**src/rtl/cacheline_adaptor_pkg.sv**
```systemverilog
// Shared types and helpers for the cache-line to burst-memory adaptor.
package cacheline_adaptor_types;

  localparam int BEATS  = 4;
  localparam int BEAT_W = 64;

  typedef enum logic [2:0] {
    ST_IDLE,
    ST_RD_BURST,
    ST_RD_DONE,
    ST_WR_BURST,
    ST_WR_DONE
  } adaptor_state_t;

  // Select beat k (beat 0 = least-significant 64 bits) out of a full line.
  function automatic logic [BEAT_W-1:0] beat_slice(input logic [BEATS*BEAT_W-1:0] line,
                                                   input logic [1:0]              k);
    return line[k*BEAT_W +: BEAT_W];
  endfunction

endpackage

```
**src/rtl/cacheline_adaptor.sv**
```systemverilog
// Turns one held 256-bit line read/write from the cache into a 4-beat,
// 64-bit burst on the memory bus and pulses pmem_resp once the line is done.
module cacheline_adaptor
  import cacheline_adaptor_types::*;
#(
  parameter int s_offset = 5,
  parameter int s_line   = 256,
  parameter int s_burst  = 64
) (
  input  logic              clk,
  input  logic              rst,
  input  logic              pmem_read,
  input  logic              pmem_write,
  input  logic [31:0]       pmem_address,
  input  logic [s_line-1:0] pmem_wdata,
  output logic [s_line-1:0] pmem_rdata,
  output logic              pmem_resp,
  output logic              bmem_read,
  output logic              bmem_write,
  output logic [31:0]       bmem_address,
  output logic [s_burst-1:0] bmem_wdata,
  input  logic [s_burst-1:0] bmem_rdata,
  input  logic              bmem_resp
);

  localparam int num_beats = s_line / s_burst;

  adaptor_state_t      state_q, state_d;
  logic [1:0]          beat_q, beat_d;
  logic [31:0]         addr_q, addr_d;
  logic [s_line-1:0]   line_buf_q;
  logic [num_beats-1:0] cap_en;
  logic [31:0]         aligned_addr;

  // Offset bits are dropped on purpose: the burst always starts on a line boundary.
  logic addr_lsb_unused;
  assign addr_lsb_unused = ^pmem_address[s_offset-1:0];
  assign aligned_addr    = {pmem_address[31:s_offset], {s_offset{1'b0}}};

  // State, beat counter and latched burst address.
  always_ff @(posedge clk or posedge rst) begin
    if (rst) begin
      state_q <= ST_IDLE;
      beat_q  <= '0;
      addr_q  <= '0;
    end else begin
      state_q <= state_d;
      beat_q  <= beat_d;
      addr_q  <= addr_d;
    end
  end

  // Next-state logic: write wins in IDLE; the 4th beat closes the burst.
  always_comb begin
    state_d = state_q;
    beat_d  = beat_q;
    addr_d  = addr_q;
    case (state_q)
      ST_IDLE: begin
        beat_d = '0;
        if (pmem_write) begin
          addr_d  = aligned_addr;
          state_d = ST_WR_BURST;
        end else if (pmem_read) begin
          addr_d  = aligned_addr;
          state_d = ST_RD_BURST;
        end
      end
      ST_RD_BURST: begin
        if (bmem_resp) begin
          beat_d = beat_q + 2'd1;
          if (beat_q == 2'd3) state_d = ST_RD_DONE;
        end
      end
      ST_WR_BURST: begin
        if (bmem_resp) begin
          beat_d = beat_q + 2'd1;
          if (beat_q == 2'd3) state_d = ST_WR_DONE;
        end
      end
      ST_RD_DONE: state_d = ST_IDLE;
      ST_WR_DONE: state_d = ST_IDLE;
      default:    state_d = ST_IDLE;
    endcase
  end

  // One capture strobe per beat slot of the line buffer.
  for (genvar gi = 0; gi < num_beats; gi++) begin : g_cap
    assign cap_en[gi] = (state_q == ST_RD_BURST) && bmem_resp && (beat_q == 2'(gi));
  end

  // Line buffer: each read beat lands in its slot; contents persist between reads.
  always_ff @(posedge clk or posedge rst) begin
    if (rst) begin
      line_buf_q <= '0;
    end else begin
      for (int i = 0; i < num_beats; i++) begin
        if (cap_en[i]) line_buf_q[i*s_burst +: s_burst] <= bmem_rdata;
      end
    end
  end

  // Bus-side outputs decode straight from state so a reset drops them at once.
  assign bmem_read    = (state_q == ST_RD_BURST);
  assign bmem_write   = (state_q == ST_WR_BURST);
  assign bmem_address = addr_q;
  assign bmem_wdata   = (state_q == ST_WR_BURST) ? beat_slice(pmem_wdata, beat_q) : '0;
  assign pmem_resp    = (state_q == ST_RD_DONE) || (state_q == ST_WR_DONE);
  assign pmem_rdata   = line_buf_q;

  // Both requests high at once is a cache protocol violation.
  assert property (@(posedge clk) disable iff (rst)
                   (state_q == ST_IDLE) |-> !(pmem_read && pmem_write))
    else $error("cacheline_adaptor: pmem_read and pmem_write both asserted");

endmodule

```
**config.mk**
```make
export PLATFORM = sky130hd
export DESIGN_NAME = cacheline_adaptor
export DESIGN_NICKNAME = d
export VERILOG_FILES = /design/src/rtl/cacheline_adaptor_pkg.sv /design/src/rtl/cacheline_adaptor.sv
export SDC_FILE = /design/constraint.sdc
export NUM_CORES = 1
export LEC_CHECK = 0
export CELL_PAD_IN_SITES_DETAIL_PLACEMENT = 1
export CELL_PAD_IN_SITES_GLOBAL_PLACEMENT = 1
export CORE_AREA = 3 3 273 275
export CTS_CLUSTER_SIZE = 25
export DETAILED_ROUTE_END_ITERATION = 7
export DIE_AREA = 0 0 276 278
export GPL_TIMING_DRIVEN = 0
export PLACE_DENSITY = 0.65
export SETUP_SLACK_MARGIN = 0.5
export SYNTH_ARGS = -nofsm -noshare
export SYNTH_HDL_FRONTEND = slang
export SYNTH_SLANG_ARGS = --single-unit
```
**constraint.sdc**
```tcl
create_clock -name clk -period 9.05 [get_ports clk]
set_clock_uncertainty 0.05 [all_clocks]
set_input_delay 0.905 -clock clk [delete_from_list [all_inputs] [get_ports clk]]
set_output_delay 0.905 -clock clk [all_outputs]
set_load 0.01 [all_outputs]
```
# Word-level counts from Yosys, hierarchy flattened
# Cells that the tools add are included.
# word_totals
register_bits,293
input_bits,357
out_inout_bits,355
word_cells,48
# classes
add_sub_neg,1
eq_ne,13
shift,1
n_mux,12
n_reduce_logical,14
# op_table
op,n
256-bit by 9-bit variable part select with 64-bit output,1
32-bit two-way mux,2
64-bit two-way mux,1
3-bit two-way mux,6
2-bit by 1-bit inequality test with 1-bit output (second input constant),5
3-bit one-hot mux with 3 select lines,1
3-bit by 2-bit equality test with 1-bit output (second input constant),2
1-bit logical AND,5
5-bit AND reduction,1
2-bit equality test (second input constant),2
2-bit one-hot mux with 2 select lines,1
2-bit AND reduction,2
2-bit nonzero test,2
3-bit by 1-bit equality test with 1-bit output (second input constant),1
3-bit equality test (second input constant),1
3-bit logical NOT,1
3-bit inequality test (second input constant),1
2-bit by 1-bit adder with 2-bit output (second input constant),1
2-bit by 1-bit equality test with 1-bit output (second input constant),1
2-bit logical NOT,1
2-bit two-way mux,1
2-bit OR reduction,1
1-bit logical OR,1

# Longest topological paths before layout
# logic_depth
depth_word,4
mapped_depth,7
depth_no_buf,5

# Worst setup path after synthesis
# Ideal clock, no wire load.
# synth_path
path_type,register to output
start,reg beat_q[0]
end,out bmem_wdata[26]
arrival_ns,1.577
path_slack_ns,6.518
path_stages_with_launch,6
path_buffers,3
path_cell_list,dfrtp_1 -> clkbuf_1 -> buf_4 -> buf_4 -> mux4_2 -> nor2b_1
# synth_via
elab_chain_len,2
# synth_lines
element,line,rtl
"start, declared",cacheline_adaptor.sv:29,"logic [1:0] beat_q, beat_d;"
"start signal, assigned",cacheline_adaptor.sv:48,beat_q <= beat_d;
256-bit by 9-bit variable part select with 64-bit output,cacheline_adaptor_pkg.sv:18,return line[k*BEAT_W +: BEAT_W];
64-bit two-way mux,cacheline_adaptor.sv:107,"assign bmem_wdata = (state_q == ST_WR_BURST) ? beat_slice(pmem_wdata, beat_q) : '0;"
"end, declared",cacheline_adaptor.sv:21,"output logic [s_burst-1:0] bmem_wdata,"
# No other way between the ends.

# Final worst setup path
# layout_path
start,reg beat_q[1]
end,out bmem_wdata[35]
# Same word-level chain as after synthesis.

==> results by group <==
Global route
  • Vias in the first global route: 11600
  • Initial antenna violation count: 26
  • Total grt overflow: 0
  • First-pass GRT wire length: 88600 µm
  • GRT Total Usage: 15.8%
  • Pin count of the biggest net entering global routing: 43

Routing
  • Initial DRC count: 260
  • Drt wl/cell: 24.6 µm
  • DRC Markers: 0
  • Routed vias/inst: 4.04
  • Routed Antenna Nets: 0
  • Vias: 10200
  • First-pass detailed-route iteration total: 4
  • Overall routed net length: 62400 µm

Final layout
  • Most common cell after layout, fill and taps aside: clkdlybuf4s50_1
  • Fin nets: 1903
  • Commonest non-fill, non-tap cells in the layout: 701 x clkdlybuf4s50_1, 288 x dfrtp_1, 240 x mux2_1, 65 x nor2b_1, 64 x mux4_2
  • Final core utilization: 31.0%
  • Final non-filler cell total: 2539
  • Layout overhead on the synthesized area: 74.8%
  • Share of layout cells above drive strength 1: 14.1%

Clock tree
  • Post-CTS setup buffer count: 0
  • CTS hold repair buffers: 0
  • Clk sinks: 288
  • CTS tree: yes
  • Clock Pin Slew Worst Setup and Hold Paths: 0.06 ns
  • Clk buf depth: 3
  • H-tree depth: 2
  • CTS Buf Count: 36
  • Worst-Skew Late Latency: 0.54 ns
  • # resized after CTS: 0
  • Root buffer cell: clkbuf_16

Pwr
  • Switching portion of total power: 33.2%
  • Pwr Total: 7.42 mW
  • Psw: 2.46 mW
  • Peak supply drop: 0.184 mV
  • PwrDens: 330 nW/µm²
  • Combinational Power Share: 49.1%
  • Leakage: 8.98 nW
  • Internal: 4.96 mW
  • Clk pwr share: 20.1%
  • Part of the power in registers: 30.8%

Placement
  • Number of I/O port buffers: 701
  • Inst Count DP: 2463
  • Post-detail-place hpwl: 51100 µm
  • GP Congestion: 0.904

Timing
  • Achievable Freq: 240 MHz
  • Worst slew margin: 43.4%
  • Setup TNS Final: 0 ns
  • Fin. Hold Viols: 0
  • Final Max Tran Viols: 0
  • Slew @ Worst Pin: 0.849 ns
  • Unrepaired setup endpoints after global routing: no
  • Min Tclk post-route: 4.16 ns
  • Final setup viols: 0
  • Fin crit share: 46.0%
  • Hold WS: 0.434 ns

Min path
  • Min-delay worst type: register to register
  • Worst Hold Depth: 1

Worst setup path
  • Reg2Reg Setup Slack: 6.20 ns
  • Reg2reg end: pmem_rdata[8]
  • End point of the critical path: bmem_wdata[35]
  • Crit Path Max Fanout: 10
  • WS Path Type: register to output pin
  • Worst Setup SP: beat_q[1]
  • Crit path depth: 5
  • CP max stage delay: 0.68 ns
  • CP cell instances: buf_2 > clkbuf_1 > mux4_2 > nor2b_1 > clkdlybuf4s50_1
  • Critical Path Start Type: register
  • Crit path DAT: 3.21 ns
  • Slowest cell on the critical path: clkbuf_1
  • CP bufs+invs: 3
  • CP top delay family: buffers and inverters
  • R2R cell count: 7
  • CP Capture Type: output pin
  • Worst path required time: 8.10 ns
  • Critical R2R Launch: beat_q[1]

Synthesis
  • Post-synthesis sequential area ratio: 56.0%
  • Avg Inst Size Synth: 16.3 µm²
  • Cell count after synthesis: 792
  • Netlist cell types: 27
  • #FFs+latches synth: 288
  • Mapped cell area: 12900 µm²
  • Yosys Warn Count: 0

Die
  • Die W: 276 µm
  • Initial cell density of the core: 17.7%
  • Std cell rows: 99
  • Core area: 72600 µm²
  • Io pins: 712
  • Chip height: 278 µm
  • Die area: 76700 µm²

Run
  • Max cap viols: 0

Run status
  • Status: completed
flip-flops by register name, summed over array words and instances, names as in the netlist:
name,flops
bmem_address,27
pmem_rdata,256
beat_q,2
state_q,3
per-stage QoR:
step                setup slack [ns]  instance area, µm²
finish                          4.89               22500
global route                    4.71               22500
floorplan                       4.28               12900
CTS                             4.71               22500
global placement                2.11               21100
detailed placement              5.31               21200
area by class of cell:
| type | instances | area, µm² |
|---|---|---|
| clock buffer | 49 | 1010 |
| fill | 7803 | 50100 |
| clock inverter | 15 | 215 |
| buffer | 56 | 360 |
| antenna | 12 | 30.0 |
| tap | 959 | 1200 |
| multi-input combinational | 446 | 5300 |
| inverter | 6 | 26.3 |
| timing repair buffer | 708 | 7160 |
| sequential | 288 | 7210 |
power groups by stage:
stage	clock network (mW)	registers [mW]	logic (mW)
after floorplan	0	2.55	1.23
after global placement	0	2.26	3.66
after detailed placement	0	2.30	3.70
after CTS	1.56	2.29	3.72
after global routing	1.61	2.37	3.87
final	1.49	2.28	3.64
cells in the mapped netlist, drive strengths merged:
master | n | area share, %
and3 | 2 | 0.097
or3b | 1 | 0.068
nor2 | 3 | 0.087
ha | 4 | 0.39
a22o | 2 | 0.14
mux4 | 64 | 11
buf | 43 | 2.4
xnor2 | 1 | 0.068
nand2 | 5 | 0.38
a21oi | 1 | 0.039
and4bb | 1 | 0.097
conb | 1 | 0.029
dfrtp | 288 | 56
clkbuf | 13 | 0.38
nand3b | 1 | 0.058
nand3 | 2 | 0.078
nor4 | 1 | 0.17
nor2b | 65 | 3.2
inv | 6 | 0.17
mux2 | 283 | 25
o21ai | 4 | 0.16
a31o | 1 | 0.068
layer usage:
layer,share of wire (%),global-route usage (%),wire (µm)
met5,0.070,0,44
met4,3.0,4.69,1900
met3,7.3,5.20,4580
met2,53,29.8,33300
met1,36,16.5,22600
worst min path at each step:
stage,startpoint,end,slack [ns]
3_3_place_gp,pmem_rdata[190],pmem_rdata[190],0.42
5_1_grt,pmem_rdata[35],pmem_rdata[35],0.45
2_1_floorplan,pmem_rdata[0],pmem_rdata[0],0.48
6_report,pmem_rdata[22],pmem_rdata[22],0.43
4_1_cts,pmem_rdata[22],pmem_rdata[22],0.44
3_5_place_dp,pmem_rdata[22],pmem_rdata[22],0.43
kinds of logic after synthesis:
kind of cell	synth area share [%]
other	0.0291
buffers and inverters	2.97
adder cells (fa/ha/maj)	0.389
flip-flops	56.0
XOR/XNOR	0.0681
AND/OR/NAND/NOR	4.19
AO/OA/AOI/OAI	0.399
multiplexers	36.0
Note: power is estimated with default switching activity, not from simulation.
==> edit 1, RTL diff (same settings) <==
Register the input `bmem_rdata` before use, without a reset. The logic sees it one clock later. The other inputs are not delayed to match.
--- a/src/rtl/cacheline_adaptor.sv
+++ b/src/rtl/cacheline_adaptor.sv
@@ -26,2 +26,8 @@
   localparam int num_beats = s_line / s_burst;
+
+  logic [s_burst-1:0] bmem_rdata_q;
+
+  always_ff @(posedge clk) begin
+    bmem_rdata_q <= bmem_rdata;
+  end
 
@@ -97,3 +103,3 @@
       for (int i = 0; i < num_beats; i++) begin
-        if (cap_en[i]) line_buf_q[i*s_burst +: s_burst] <= bmem_rdata;
+        if (cap_en[i]) line_buf_q[i*s_burst +: s_burst] <= bmem_rdata_q;
       end
Behaviour: not the same (a bounded check fails within 4 cycles, from zero or initial values and one cycle with rst high).
==> edit 1 against the original RTL <==
Setup slack improved by 77 ps. Area after synthesis is 12% higher. Routed wire length rose by 13%. Non-clock buffer count increased by 2. Final area increased by 8.4%. Total power increased by 13%. Cell count grew 3.8%. Sequential cell count is 64 higher.
==> edit 1: results (changes against the original RTL) <==
arrival_ps: 3130  # was 3210 ps
synth_area_leaders: "dfrtp_1 50%, mux2_2 18%, mux4_2 10%"  # was dfrtp_1 56%, mux2_1 21%, mux4_2 11%
globalplace.congestion: 0.910  # was 0.904
routedWlPerCell_um: 26.8  # was 24.6 um
grt_pass1_vias: 12143  # was 11,619
largest_reg_flops: 256  # unchanged
critPathSlowestCell: "clkbuf_1"  # unchanged
io_buffers: 701  # unchanged
h-tree-depth: 2  # unchanged
synth_common_cells: "288 x dfrtp_1, 237 x mux2_2, 64 x dfxtp_1, 64 x mux4_2, 64 x nor2b_1"  # was 288 x dfrtp_1, 240 x mux2_1, 65 x nor2b_1, 64 x mux4_2, 43 x mux2_2
grt_antenna_before_repair: 43  # was 26
ff2ff_path_depth: 7  # unchanged
cp_max_fo: 10  # unchanged
synthArstFlopShare_pct: 81.8  # was 100%
drt_iter0_drc: 442  # was 260
status: "complete, no violations"  # unchanged
grtUsageTotal_pct: 17.9  # was 15.8%
dpl_cell_area_um2: 22800  # was 21,200 um2
grt_max_degree: 39  # was 43
drc: 0  # unchanged
worst_pin_slew_ps: 736  # was 849 ps
hold_depth: 1  # unchanged
ys_seq_area_share_pct: 58.8  # was 56.0%
clk_pin_slew_ps: 60  # about the same
root_buffer: "clkbuf_16"  # unchanged
cts_resized: 0  # unchanged
dp.cells: 2529  # was 2,463
via_per_inst: 4.12  # was 4.04
grt_pass1_wl_um: 98400  # was 88,600 um
critPathTopFamily: "buffers and inverters"  # unchanged
cts_max_path_buffers: 3  # unchanged
synth_cells: 857  # was 792
hold_class: "reg -> reg"  # unchanged
clkLatencyLatePin_ps: 570  # was 540 ps
cpPeakStageDelay_ps: 600  # was 680 ps
numCtsBuffers: 43  # was 36
synth_cell_types: 31  # was 27
wirelength_um: 70500  # was 62,400 um
dpl.hpwl_um: 58000  # was 51,100 um
nNetsFinal: 1976  # was 1,903
drive_gt1_share_pct: 28.7  # was 14.1%
cts_setup_buffers: 0  # unchanged
p_leak_uw: 0.00988  # was 0.00898 uW
ir_worst_vdd_v: 0.000188  # was 0.000184 V
yosys_warnings: 0  # unchanged
drt_first_pass_iters: 4  # unchanged
[edit 1: area by class of cell]
class                           count  area (um2)
Fill cell                        7710       48200
Sequential cell                   352        8490
Timing Repair Buffer              709        7180
Multi-Input combinational cell    445        5480
Clock buffer                       63        1240
Tap cell                          959        1200
Buffer                             57         453
Clock inverter                     16         245
Antenna cell                       27        67.6
Inverter                            7        30.0
[edit 1: metrics by stage]
stage / setup slack [ps] / total power (uW) / utilization (%) / hold WS (ps)
2_1_floorplan: 4280 / 4370 / - / 446
3_3_place_gp: 1980 / 6540 / 31.2 / 438
3_5_place_dp: 5430 / 6630 / 31.5 / 442
4_1_cts: 4880 / 8510 / 33.5 / 455
5_1_grt: 4840 / 8800 / 33.5 / 464
6_report: 4970 / 8370 / 33.6 / 452
[edit 1: final timing paths]
| path | start | endpoint | slack (ps) |
|---|---|---|---|
| worst max-delay path | beat_q[1] | bmem_wdata[41] | 4970 |
| worst min-delay path | pmem_rdata[249] | pmem_rdata[249] | 450 |
| worst max register to register | beat_q[0] | pmem_rdata[146] | 6430 |
| worst min register to register | pmem_rdata[249] | pmem_rdata[249] | 450 |
| max in group asynchronous | rst | pmem_rdata[159] | 6610 |
| min in group asynchronous | rst | pmem_rdata[135] | 710 |
[edit 1: cell families after synthesis]
logic type / Yosys count / synth area share [%]
AOI/OAI and AO/OA: 7 / 0.390
adders and majority gates: 4 / 0.347
buffers and inverters: 64 / 3.32
xor gates and xnor gates: 1 / 0.0607
and+or+nand+nor: 80 / 3.72
DFF: 352 / 58.8
other: 1 / 0.0260
muxes: 348 / 33.3
[edit 1: report_power, final]
part	switching [uW]	leakage [uW]	total, uW	internal (uW)
combinational	1570	0.00513	3940	2370
sequential	390	0.00402	2620	2230
clock	711	0.000731	1810	1100
[edit 1: per-layer routing]
| layer | vias to the layer above | global-route usage [%] | wire (um) |
|---|---|---|---|
| met5 | - | 0 | 27 |
| met4 | 4 | 7.76 | 3240 |
| met3 | 119 | 5.89 | 5320 |
| met2 | 508 | 33.9 | 38300 |
| met1 | 5603 | 17.7 | 23600 |
| li1 | 4629 | - | - |
==> edit 2, RTL diff (config.mk and constraints unchanged) <==
Made on the original files. The 5 states of `adaptor_state_t` get a Gray code encoding in 3 bits.
--- a/src/rtl/cacheline_adaptor_pkg.sv
+++ b/src/rtl/cacheline_adaptor_pkg.sv
@@ -7,7 +7,7 @@
   typedef enum logic [2:0] {
-    ST_IDLE,
-    ST_RD_BURST,
-    ST_RD_DONE,
-    ST_WR_BURST,
-    ST_WR_DONE
+    ST_IDLE     = 3'b000,
+    ST_RD_BURST = 3'b001,
+    ST_RD_DONE  = 3'b011,
+    ST_WR_BURST = 3'b010,
+    ST_WR_DONE  = 3'b110
   } adaptor_state_t;
Function: same outputs for any inputs over 4 cycles, from zero or initial values and one cycle with rst high; so few cycles prove little.
==> edit 2 against the original RTL <==
Setup slack worse by 170 ps. Routed wire length is 10% higher. Final area is 0.33% lower. Area after synthesis rose by 0.71%. Core utilization shrank 0.10 points. Total power shrank 8.8%. First-iteration DRC count grew 100%. Die area unchanged. Sequential cell count unchanged. Clock power shrank 9%. Cell count is 0.20% lower. Largest cell class unchanged.
==> edit 2: results (changes against the original RTL) <==
status: "complete, no violations"  # unchanged
synth_compound_area_share_pct: 0.270  # was 0.399%
ys_seq_area_share_pct: 55.6  # was 56.0%
clkLatencyLatePin_ps: 510  # was 540 ps
synth_area_leaders: "dfrtp_1 56%, mux2_2 24%, mux4_2 11%"  # was dfrtp_1 56%, mux2_1 21%, mux4_2 11%
wl_met1_um: 28100  # was 22,600 um
grt_pass1_wl_um: 94300  # was 88,600 um
syn_avg_cell_area_um2: 16.2  # was 16.3 um2
switching_power_uw: 2270  # was 2460 uW
grt_pass1_vias: 11508  # was 11,619
synth-adder-area-share_pct: 0.541  # was 0.389%
largest_reg_flops: 256  # unchanged
area_growth_pct: 73.0  # was 74.8%
grt_antenna_before_repair: 24  # was 26
numCtsBuffers: 35  # was 36
grt_max_degree: 42  # was 43
yosys-mux-area-fraction_pct: 35.7  # was 36.0%
cts_setup_buffers: 0  # unchanged
cp_max_fo: 10  # unchanged
pre_cts_slack_ps: 5200  # was 5310 ps
clk_pin_slew_ps: 60  # about the same
routedWlPerCell_um: 27.1  # was 24.6 um
slew_headroom_pct: 30.0  # was 43.4%
yosys_warnings: 0  # unchanged
dp.cells: 2471  # was 2,463
drt_iter0_drc: 520  # was 260
grtUsageMet1_pct: 22.1  # was 16.5%
dpl.hpwl_um: 57200  # was 51,100 um
nNetsFinal: 1910  # was 1,903
use_met2_pct: 27.8  # was 29.8%
p_leak_uw: 0.00964  # was 0.00898 uW
synth_cell_types: 29  # was 27
dr_wl_met2_um: 32500  # was 33,300 um
fillCellCount: 7822  # was 7,803
grtUsageTotal_pct: 17.2  # was 15.8%
globalplace.congestion: 1.02  # was 0.904
arrival_ps: 3380  # was 3210 ps
ir_worst_vdd_v: 0.000163  # was 0.000184 V
h-tree-depth: 2  # unchanged
drive_gt1_share_pct: 28.1  # was 14.1%
io_buffers: 700  # was 701
synth_common_cells: "288 x dfrtp_1, 272 x mux2_2, 66 x and3_1, 64 x mux4_2, 20 x buf_2"  # was 288 x dfrtp_1, 240 x mux2_1, 65 x nor2b_1, 64 x mux4_2, 43 x mux2_2
dpl_cell_area_um2: 21300  # was 21,200 um2
wirelength_um: 68700  # was 62,400 um
synthXorXnorAreaFrac_pct: 0.0676  # was 0.0680%
root_buffer: "clkbuf_16"  # unchanged
use_met3_pct: 6.06  # was 5.20%
met3_length_um: 6740  # was 4580 um
vias: 10422  # was 10,246
edit 2: power groups by stage:
stage          registers [uW]  clock network [uW]  logic [uW]
2_1_floorplan            2150                   0        1220
3_3_place_gp             1950                   0        3440
3_5_place_dp             1980                   0        3470
4_1_cts                  1970                1410        3490
5_1_grt                  2020                1460        3610
6_report                 1960                1350        3460
edit 2: area by class of cell:
| cell class | instances | area share, % |
|---|---|---|
| flip-flops and latches | 288 | 32.1 |
| repair buffers | 707 | 31.9 |
| multi-input cells | 445 | 23.6 |
| well taps | 959 | 5.35 |
| clock buffers | 52 | 4.46 |
| plain buffers | 66 | 1.99 |
| clock inverters | 6 | 0.391 |
| inverters | 6 | 0.117 |
| diodes | 5 | 0.0558 |
edit 2: worst paths after layout:
path	end	slack [ps]	cells after the start	startpoint
setup / recovery	bmem_wdata[28]	4720	5	beat_q[1]
hold / removal	bmem_address[21]	440	1	bmem_address[21]
setup reg to reg	pmem_rdata[47]	5820	7	beat_q[1]
hold reg to reg	bmem_address[21]	440	1	bmem_address[21]
max in group asynchronous	pmem_rdata[58]	6390	7	rst
min in group asynchronous	pmem_rdata[37]	830	2	rst
edit 2: cells by family (layout without fill, tap and decap cells):
group / count (synthesis) / in the layout
buffers and inverters: 72 / 837
DFF: 288 / 288
adders and majority gates: 6 / 6
xor gates and xnor gates: 1 / 1
and+or+nand+nor: 81 / 81
AOI/OAI and AO/OA: 5 / 5
muxes: 347 / 347
other: 1 / 10
edit 2: worst max-delay path, stage by stage, from the launching register on:
cell,delay [ps]
dfrtp_1,430
buf_2,340
clkbuf_1,820
mux4_2,540
and3_1,240
clkdlybuf4s50_1,480
